`config.mk`:
```
export PLATFORM = sky130hd
export DESIGN_NAME = apu_frame_sequencer
export DESIGN_NICKNAME = d
export VERILOG_FILES = /design/src/rtl/apu_timing_pkg.sv /design/src/rtl/apu_frame_sequencer_rate_accumulator.sv /design/src/rtl/apu_frame_sequencer.sv
export SDC_FILE = /design/constraint.sdc
export NUM_CORES = 1
export LEC_CHECK = 0
export ABC_AREA = 1
export BUFFER_PORTS_ARGS = -buffer_cell sky130_fd_sc_hd__buf_2
export CELL_PAD_IN_SITES_DETAIL_PLACEMENT = 1
export CELL_PAD_IN_SITES_GLOBAL_PLACEMENT = 2
export CORE_MARGIN = 3
export CORE_UTILIZATION = 39
export CTS_BUF_LIST = sky130_fd_sc_hd__clkbuf_8
export CTS_CLUSTER_DIAMETER = 60
export CTS_CLUSTER_SIZE = 10
export DETAILED_ROUTE_END_ITERATION = 8
export PLACE_DENSITY = 0.95
export SYNTH_ARGS = -nofsm -noshare
export SYNTH_HDL_FRONTEND = slang
export SYNTH_HIERARCHICAL = 1
export SYNTH_SLANG_ARGS = --single-unit
export TNS_END_PERCENT = 50
```
`constraint.sdc`:
```
create_clock -name ac97_bitclk -period 4.8 [get_ports ac97_bitclk]
set_input_delay 1.44 -clock ac97_bitclk [delete_from_list [all_inputs] [get_ports ac97_bitclk]]
set_output_delay 1.44 -clock ac97_bitclk [all_outputs]
set_load 0.01 [all_outputs]
```
`src/rtl/apu_timing_pkg.sv`:
```
// Shared timing constants for the APU frame sequencer: default divisors and
// the per-step strobe decode masks (bit index = frame step being left).
package apu_timing_pkg;

    localparam int FRAME_DIV = 24000;  // clocks per 512 Hz frame step
    localparam int FREQ_NUM  = 4;      // 4/375 x 12.288 MHz = 131072 Hz
    localparam int FREQ_DEN  = 375;

    localparam logic [7:0] LEN_STEPS   = 8'b0101_0101;
    localparam logic [7:0] SWEEP_STEPS = 8'b0100_0100;
    localparam logic [7:0] ENV_STEPS   = 8'b1000_0000;

    // Frame step advances mod 8; the 3-bit wrap does the modulus.
    function automatic logic [2:0] next_step(input logic [2:0] step);
        return step + 3'd1;
    endfunction

endpackage

```
`src/rtl/apu_frame_sequencer_rate_accumulator.sv`:
```
// Fractional rate generator: adds NUM per enabled cycle modulo DEN and flags
// each wrap, giving exactly NUM events every DEN enabled cycles. With NUM=1
// it degenerates into a plain 0..DEN-1 prescaler with terminal-count flag.
module rate_accumulator #(
    parameter int NUM = 1,
    parameter int DEN = 2
) (
    input  logic clk_i,
    input  logic rst_ni,
    input  logic clear_i,
    input  logic enable_i,
    output logic event_o
);

    localparam int W = $clog2(DEN + NUM);

    logic [W-1:0] acc_q;
    logic [W-1:0] acc_d;
    logic [W:0]   sum;
    logic         wrap;

    // Next accumulator value; clear has priority and suppresses the event.
    always_comb begin
        sum     = {1'b0, acc_q} + (W+1)'(NUM);
        wrap    = (sum >= (W+1)'(DEN));
        acc_d   = acc_q;
        event_o = 1'b0;
        if (clear_i) begin
            acc_d = '0;
        end else if (enable_i) begin
            event_o = wrap;
            acc_d   = wrap ? W'(sum - (W+1)'(DEN)) : W'(sum);
        end
    end

    // Accumulator register.
    always_ff @(posedge clk_i or negedge rst_ni) begin
        if (!rst_ni) begin
            acc_q <= '0;
        end else begin
            acc_q <= acc_d;
        end
    end

endmodule

```
`src/rtl/apu_frame_sequencer.sv`:
```
// APU frame sequencer: generates every sound-channel timebase as a one-cycle
// registered strobe in the ac97_bitclk domain (frame-step strobes for
// length/sweep/envelope, plus the 131072 Hz and 65536 Hz channel ticks).
module apu_frame_sequencer #(
    parameter int FRAME_DIV = apu_timing_pkg::FRAME_DIV,
    parameter int FREQ_NUM  = apu_timing_pkg::FREQ_NUM,
    parameter int FREQ_DEN  = apu_timing_pkg::FREQ_DEN
) (
    input  logic       ac97_bitclk,
    input  logic       reset_n,
    input  logic       master_sound_enable,
    input  logic       seq_restart,
    output logic       length_tick,
    output logic       sweep_tick,
    output logic       env_tick,
    output logic       ch12_freq_tick,
    output logic       ch3_freq_tick,
    output logic [2:0] frame_step
);

    logic       frame_evt;
    logic       ch12_evt;
    logic       frame_clear;
    logic       freq_clear;

    logic [2:0] step_q, step_d;
    logic       ch3_ph_q, ch3_ph_d;
    logic       len_q, len_d;
    logic       sweep_q, sweep_d;
    logic       env_q, env_d;
    logic       ch12_q, ch12_d;
    logic       ch3_q, ch3_d;

    // Restart only touches the frame prescaler; the frequency path keeps
    // running so channel pitch is not disturbed by a sequencer restart.
    assign frame_clear = ~master_sound_enable | seq_restart;
    assign freq_clear  = ~master_sound_enable;

    rate_accumulator #(
        .NUM (1),
        .DEN (FRAME_DIV)
    ) u_frame_prescaler (
        .clk_i    (ac97_bitclk),
        .rst_ni   (reset_n),
        .clear_i  (frame_clear),
        .enable_i (master_sound_enable),
        .event_o  (frame_evt)
    );

    rate_accumulator #(
        .NUM (FREQ_NUM),
        .DEN (FREQ_DEN)
    ) u_freq_accumulator (
        .clk_i    (ac97_bitclk),
        .rst_ni   (reset_n),
        .clear_i  (freq_clear),
        .enable_i (master_sound_enable),
        .event_o  (ch12_evt)
    );

    // Step advance and strobe decode from the step being left.
    always_comb begin
        step_d   = step_q;
        ch3_ph_d = ch3_ph_q;
        len_d    = 1'b0;
        sweep_d  = 1'b0;
        env_d    = 1'b0;
        ch12_d   = 1'b0;
        ch3_d    = 1'b0;
        if (!master_sound_enable) begin
            step_d   = 3'd0;
            ch3_ph_d = 1'b0;
        end else begin
            if (seq_restart) begin
                step_d = 3'd0;
            end else if (frame_evt) begin
                step_d  = apu_timing_pkg::next_step(step_q);
                len_d   = apu_timing_pkg::LEN_STEPS[step_q];
                sweep_d = apu_timing_pkg::SWEEP_STEPS[step_q];
                env_d   = apu_timing_pkg::ENV_STEPS[step_q];
            end
            if (ch12_evt) begin
                ch12_d   = 1'b1;
                ch3_d    = ch3_ph_q;
                ch3_ph_d = ~ch3_ph_q;
            end
        end
    end

    // Step, divider phase and output strobe registers.
    always_ff @(posedge ac97_bitclk or negedge reset_n) begin
        if (!reset_n) begin
            step_q   <= 3'd0;
            ch3_ph_q <= 1'b0;
            len_q    <= 1'b0;
            sweep_q  <= 1'b0;
            env_q    <= 1'b0;
            ch12_q   <= 1'b0;
            ch3_q    <= 1'b0;
        end else begin
            step_q   <= step_d;
            ch3_ph_q <= ch3_ph_d;
            len_q    <= len_d;
            sweep_q  <= sweep_d;
            env_q    <= env_d;
            ch12_q   <= ch12_d;
            ch3_q    <= ch3_d;
        end
    end

    assign length_tick    = len_q;
    assign sweep_tick     = sweep_q;
    assign env_tick       = env_q;
    assign ch12_freq_tick = ch12_q;
    assign ch3_freq_tick  = ch3_q;
    assign frame_step     = step_q;

endmodule
```
==> results.cfg, run 1 <==
[run_status]
status = completed

[pwr]
p_leak_nw = 1.34
finalPower_w = 0.000632
vdd_drop_max_mv = 0.154
powerDensity_mw_per_mm2 = 241

[placed_design]
portBuffers = 11
hpwl_um = 4880
place.gp.congestion = 0.786

[clock_network]
htreeDepth = 2
cts_resized = 0
numCtsBuffers = 5
clockRootBuffer = clkbuf_8
cts_sinks = 33
cts_tree = done
clk_latency_ns = 0.29
ctsHoldBuffers = 0
cts.clk_slew.worst_paths_ns = 0.07
clockBufferDepth = 2
post-cts-setup-buffers = 0

[timing]
holdWs_ns = 0.527
setup_viol = 0
rsz0062_at_grt = false
tightest_slew_ns = 0.774
max_freq_mhz = 316
clock_skew_ns = 0.00657
setup_tns_ns = 0
timing.slew.headroom_pct = 48.4
final_hold_viol_count = 0
drv_slew = 0
min_period_ns = 3.16
post-route-period-util_pct = 65.9

[die]
die-area_mm2 = 0.00704
num_rows = 27
io_pins = 12
initial_core_util_pct = 41.7
die_height_um = 83.9
die_w_um = 83.9
core_mm2 = 0.00568

[detailed_routing]
drt_first_pass_iters = 4
wl_per_cell_um = 14.8
drc = 0
wl_um = 6290
routed_via_density = 5.16
via_count = 2194
ant_nets = 0
initialDrtViolationCount = 146

[synth]
synthCells = 335
synth_edf_count = 0
synth_top_area_cell = dfrtp_1
synth_common_cells = nand2_1, inv_1, nand3_1
yosysWarnings = 6
seq_area_frac_synth_pct = 34.9
avgSynthCellArea_um2 = 7.07
synth.distinct_cells = 34
ys_seq_elements = 33
synth_top_area_share_pct = 34.9
synth_area_mm2 = 0.00237
synthFlopType = dfrtp_1
synth_most_common_cell = nand2_1
netlist_top_cells_area = dfrtp_1, nand2_1, nand3_1
async_flop_share_pct = 100
syn_nets = 348

[global_route]
first_global_vias = 2235
grt_start_max_net_pins = 34
gr-total-overflow = 0
grt_pass1_wl_um = 10900
grt_usage_pct = 19.0
antenna_found_initial = 0

[worst_setup_path]
end_kind = flop
cp_data_arrival_time_ns = 3.34
cp-start-kind = primary input
r2r-end = frame_step[2]
crit_end = frame_step[2]
path_class = in2reg
cp_max_fo = 17
r2r_start = u_frame_prescaler/acc_q[1]
reg2reg_depth = 14
rrSetupSlack_ns = 1.89
startpoint = master_sound_enable
critPathRequiredTime_ns = 4.97

[cells_and_area]
area_delta_synth_final_pct = 10.9
drive_gt1_share_pct = 15.0
regArea_um2 = 826
nFillCells = 752
finalNetCount = 365
multi_input_area_mm2 = 0.00135
n_antenna_cell = 0
postLayoutCoreUtil_pct = 46.3

[run]
cap_viol_max_count = 0

[min_path]
min_path_type = reg2reg
[worst max-delay path, cell delays in order]
cell     delay [ns]
buf_2          0.29
nand2_1        0.19
nor2_1         0.46
inv_1          0.22
a21oi_1        0.43
inv_2          0.09
nand4_1        0.13
nand2_1        0.07
[flip-flops by register name, summed over array words and instances (netlist names)]
signal,cells
u_frame_prescaler/acc_q,15
u_freq_accumulator/acc_q,9
frame_step,3
ch12_freq_tick,1
ch3_freq_tick,1
ch3_ph_q,1
env_tick,1
length_tick,1
sweep_tick,1
[routing by layer]
metal	vias to the layer above	GRT usage [%]	share of wire, %
li1	1099	-	-
met5	-	0	0
met4	0	3.07	0.54
met1	1067	27.7	52
met3	5	3.75	2.5
met2	23	29.4	45
[power breakdown]
part	switching, W	total [W]	internal (W)
sequential	0.00000927	0.000294	0.000285
clock	0.000111	0.000279	0.000169
combinational	0.0000410	0.0000588	0.0000178
total	0.000161	0.000632	0.000471
[cell families (layout without fill, tap and decap cells)]
| kind of cell | Yosys count | in the layout | synth area share, % |
|---|---|---|---|
| adder cells (fa/ha/maj) | 9 | 9 | 4.76 |
| flip-flops | 33 | 33 | 34.9 |
| buffers and inverters | 49 | 67 | 8.09 |
| AND/OR/NAND/NOR | 208 | 208 | 42.5 |
| AO/OA/AOI/OAI | 29 | 29 | 7.14 |
| XOR/XNOR | 7 | 7 | 2.59 |
[per-stage QoR]
| step | instances | worst slack [ns] | area (um2) |
|---|---|---|---|
| after floorplan | 335 | 2.03 | 2370 |
| after global placement | 417 | 1.41 | 2500 |
| after detailed placement | 417 | 1.32 | 2500 |
| after CTS | 425 | 1.64 | 2630 |
| after global routing | 425 | 1.39 | 2630 |
| final | 425 | 1.64 | 2630 |
[cell type report]
type	instances	area share (%)
multi-input cells	253	51.4
flip-flops and latches	33	31.5
inverters	47	6.72
well taps	72	3.43
clock buffers	6	3.15
repair buffers	12	2.38
clock inverters	2	1.43
[how the worst min path moves through the flow]
stage,start,end,slack [ns],depth (start not counted)
6_report,u_freq_accumulator/acc_q[1],u_freq_accumulator/acc_q[1],0.53,2
5_1_grt,u_freq_accumulator/acc_q[1],u_freq_accumulator/acc_q[1],0.54,2
4_1_cts,u_freq_accumulator/acc_q[1],u_freq_accumulator/acc_q[1],0.52,2
3_5_place_dp,u_freq_accumulator/acc_q[1],u_freq_accumulator/acc_q[1],0.51,2
3_3_place_gp,u_freq_accumulator/acc_q[1],u_freq_accumulator/acc_q[1],0.48,2
2_1_floorplan,u_freq_accumulator/acc_q[1],u_freq_accumulator/acc_q[1],0.47,2
[layout by cell type (no fill, tap or decap), types with 3 or more instances in the layout]
master      n
a21oi_1    10
buf_2      11
clkbuf_8    6
dfrtp_1    33
ha_1        9
inv_1      41
inv_2       5
nand2_1   103
nand2_2     4
nand2_4     3
nand3_1    35
nand3_2     4
nand4_1     9
nor2_1     31
nor2_2      6
nor2_4      4
o21ai_0     5
o21ai_1     6
xnor2_1     3
xor2_1      4
Power figures use the tool's default switching activity.
==> run 2: changes to the inputs <==
--- a/config.mk
+++ b/config.mk
@@ -10,12 +10,12 @@
 export CELL_PAD_IN_SITES_DETAIL_PLACEMENT = 1
 export CELL_PAD_IN_SITES_GLOBAL_PLACEMENT = 2
 export CORE_MARGIN = 3
-export CORE_UTILIZATION = 39
+export CORE_UTILIZATION = 33
 export CTS_BUF_LIST = sky130_fd_sc_hd__clkbuf_8
 export CTS_CLUSTER_DIAMETER = 60
 export CTS_CLUSTER_SIZE = 10
 export DETAILED_ROUTE_END_ITERATION = 8
-export PLACE_DENSITY = 0.95
+export PLACE_DENSITY = 0.86
 export SYNTH_ARGS = -nofsm -noshare
 export SYNTH_HDL_FRONTEND = slang
 export SYNTH_HIERARCHICAL = 1
==> constraint.sdc (replaced) <==
create_clock -name ac97_bitclk -period 2.7 [get_ports ac97_bitclk]
set_input_delay 0.81 -clock ac97_bitclk [delete_from_list [all_inputs] [get_ports ac97_bitclk]]
set_output_delay 0.81 -clock ac97_bitclk [all_outputs]
set_load 0.01 [all_outputs]
==> results.cfg, run 2 (synthesis gave the netlist of run 1 again) <==
[run_status]
status = completed

[die]
die_height_um = 90.7
num_rows = 30
core_mm2 = 0.00687
die-area_mm2 = 0.00823
io_pins = 12
die_w_um = 90.7
initial_core_util_pct = 34.5

[clock_network]
clockRootBuffer = clkbuf_8
htreeDepth = 2
numCtsBuffers = 5
cts_tree = done
clockBufferDepth = 2
cts.clk_slew.worst_paths_ns = 0.07
clk_latency_ns = 0.28
cts_sinks = 33

[pwr]
vdd_drop_max_mv = 0.276
seqPwrFrac_pct = 46.9
p_clk_share_pct = 43.4
powerDensity_mw_per_mm2 = 410
p_leak_nw = 1.39
swShare_pct = 24.6
cellInternalPower_w = 0.000840
p_comb_share_pct = 9.6
power.switching_w = 0.000274

[global_route]
antenna_found_initial = 0
first_global_vias = 2293
gr-usage-met1_pct = 20.1
grt_use_met3_pct = 3.08
grt_usage_pct = 15.3
grt-busiest-layer = met2
grt_pass1_wl_um = 10500
grt_start_max_net_pins = 34
gr-total-overflow = 0
met2_usage_pct = 25.8

[worst_setup_path]
critPathRequiredTime_ns = 2.91
cp-start-kind = flop
cp_max_fo = 9
cp_data_arrival_time_ns = 2.69
path_class = reg2reg
end_kind = flop

[timing]
timing.slew.headroom_pct = 49.0
tightest_slew_ns = 0.765
max_freq_mhz = 404
drv_slew = 0
post-route-period-util_pct = 91.7
min_period_ns = 2.48
final_hold_viol_count = 0
holdWs_ns = 0.520
worst_slack_ns = 0.224
setup_viol = 0
clock_skew_ns = 0.0107

[cells_and_area]
drive_gt1_share_pct = 16.7
postLayoutCoreUtil_pct = 39.5
nFillCells = 887
final_cells = 455
top_register = u_frame_prescaler/acc_q
finalNetCount = 371
final_cell_mix = nand2_1, inv_1, nand3_1
design_area_mm2 = 0.00272
n_antenna_cell = 0
area_delta_synth_final_pct = 14.7
final_common_cell = nand2_1
largest_reg_flops = 15

[min_path]
min_path_type = reg2reg

[detailed_routing]
ant_nets = 0
routed_via_density = 4.86
wl_per_cell_um = 13.5
wl_um = 6150
drt_first_pass_iters = 4
via_count = 2210
drc = 0
initialDrtViolationCount = 94

[placed_design]
portBuffers = 11
dpl.cell_count = 445
hpwl_um = 4710
post_dp_cell_area_mm2 = 0.00256
post-place-ws_ns = 0.177
place.gp.congestion = 0.801

[run]
cap_viol_max_count = 0
run 2: per-stage QoR:
step | power [W] | TNS, ns
floorplan | 0.000599 | 0
CTS | 0.00113 | 0
global placement | 0.000631 | 0
finish | 0.00111 | 0
detailed placement | 0.000636 | 0
global route | 0.00116 | -0.0599
run 2: layout make-up:
type / count / area, um2 / share of cell area [%]
repair buffers: 18 / 108 / 3.96
inverters: 47 / 176 / 6.49
clock buffers: 6 / 82.6 / 3.04
clock inverters: 2 / 33.8 / 1.24
multi-input cells: 253 / 1370 / 50.4
flip-flops and latches: 33 / 826 / 30.4
well taps: 96 / 120 / 4.42
run 2: routing by layer:
layer,vias to the layer above,share of wire [%]
li1,1112,-
met3,6,1.6
met4,0,0.80
met5,-,0
met2,18,51
met1,1074,47
run 2: worst paths after layout:
check,startpoint,to,slack (ns),cells past startpoint
setup reg to reg,u_frame_prescaler/acc_q[0],sweep_tick,0.22,14
min in group asynchronous,reset_n,u_frame_prescaler/acc_q[11],0.60,1
max in group asynchronous,reset_n,u_freq_accumulator/acc_q[6],1.61,1
setup / recovery,u_frame_prescaler/acc_q[0],sweep_tick,0.22,14
hold reg to reg,ch3_ph_q,ch3_ph_q,0.52,2
hold / removal,ch3_ph_q,ch3_ph_q,0.52,2
run 2: worst max-delay path, stage by stage (launching register included):
cell and delay (ns):
dfrtp_1 0.40, ha_1 0.19, nand2_1 0.13, nor2_4 0.19
xor2_2 0.18, ha_1 0.19, nand3_1 0.12, nand2_1 0.15
nand3_2 0.10, nand2_2 0.08, nand2_4 0.11, a21oi_1 0.17
buf_4 0.17, nand3_1 0.11, nor2_1 0.12
run 2: what timing repair did:
| item | CTS | global route |
|---|---|---|
| endpoints found under the setup margin | 0 | 6 |
| gates resized for setup | 0 | 3 |
| hold buffers | 0 | 0 |
| setup buffers | 0 | 2 |
run 2: power by group through the flow:
| stage | clock, W | sequential, W | combinational [W] |
|---|---|---|---|
| 3_3_place_gp | 0 | 0.000530 | 0.000100 |
| 4_1_cts | 0.000501 | 0.000522 | 0.000104 |
| 5_1_grt | 0.000513 | 0.000526 | 0.000125 |
| 3_5_place_dp | 0 | 0.000532 | 0.000104 |
| 2_1_floorplan | 0 | 0.000529 | 0.0000702 |
| 6_report | 0.000484 | 0.000523 | 0.000107 |
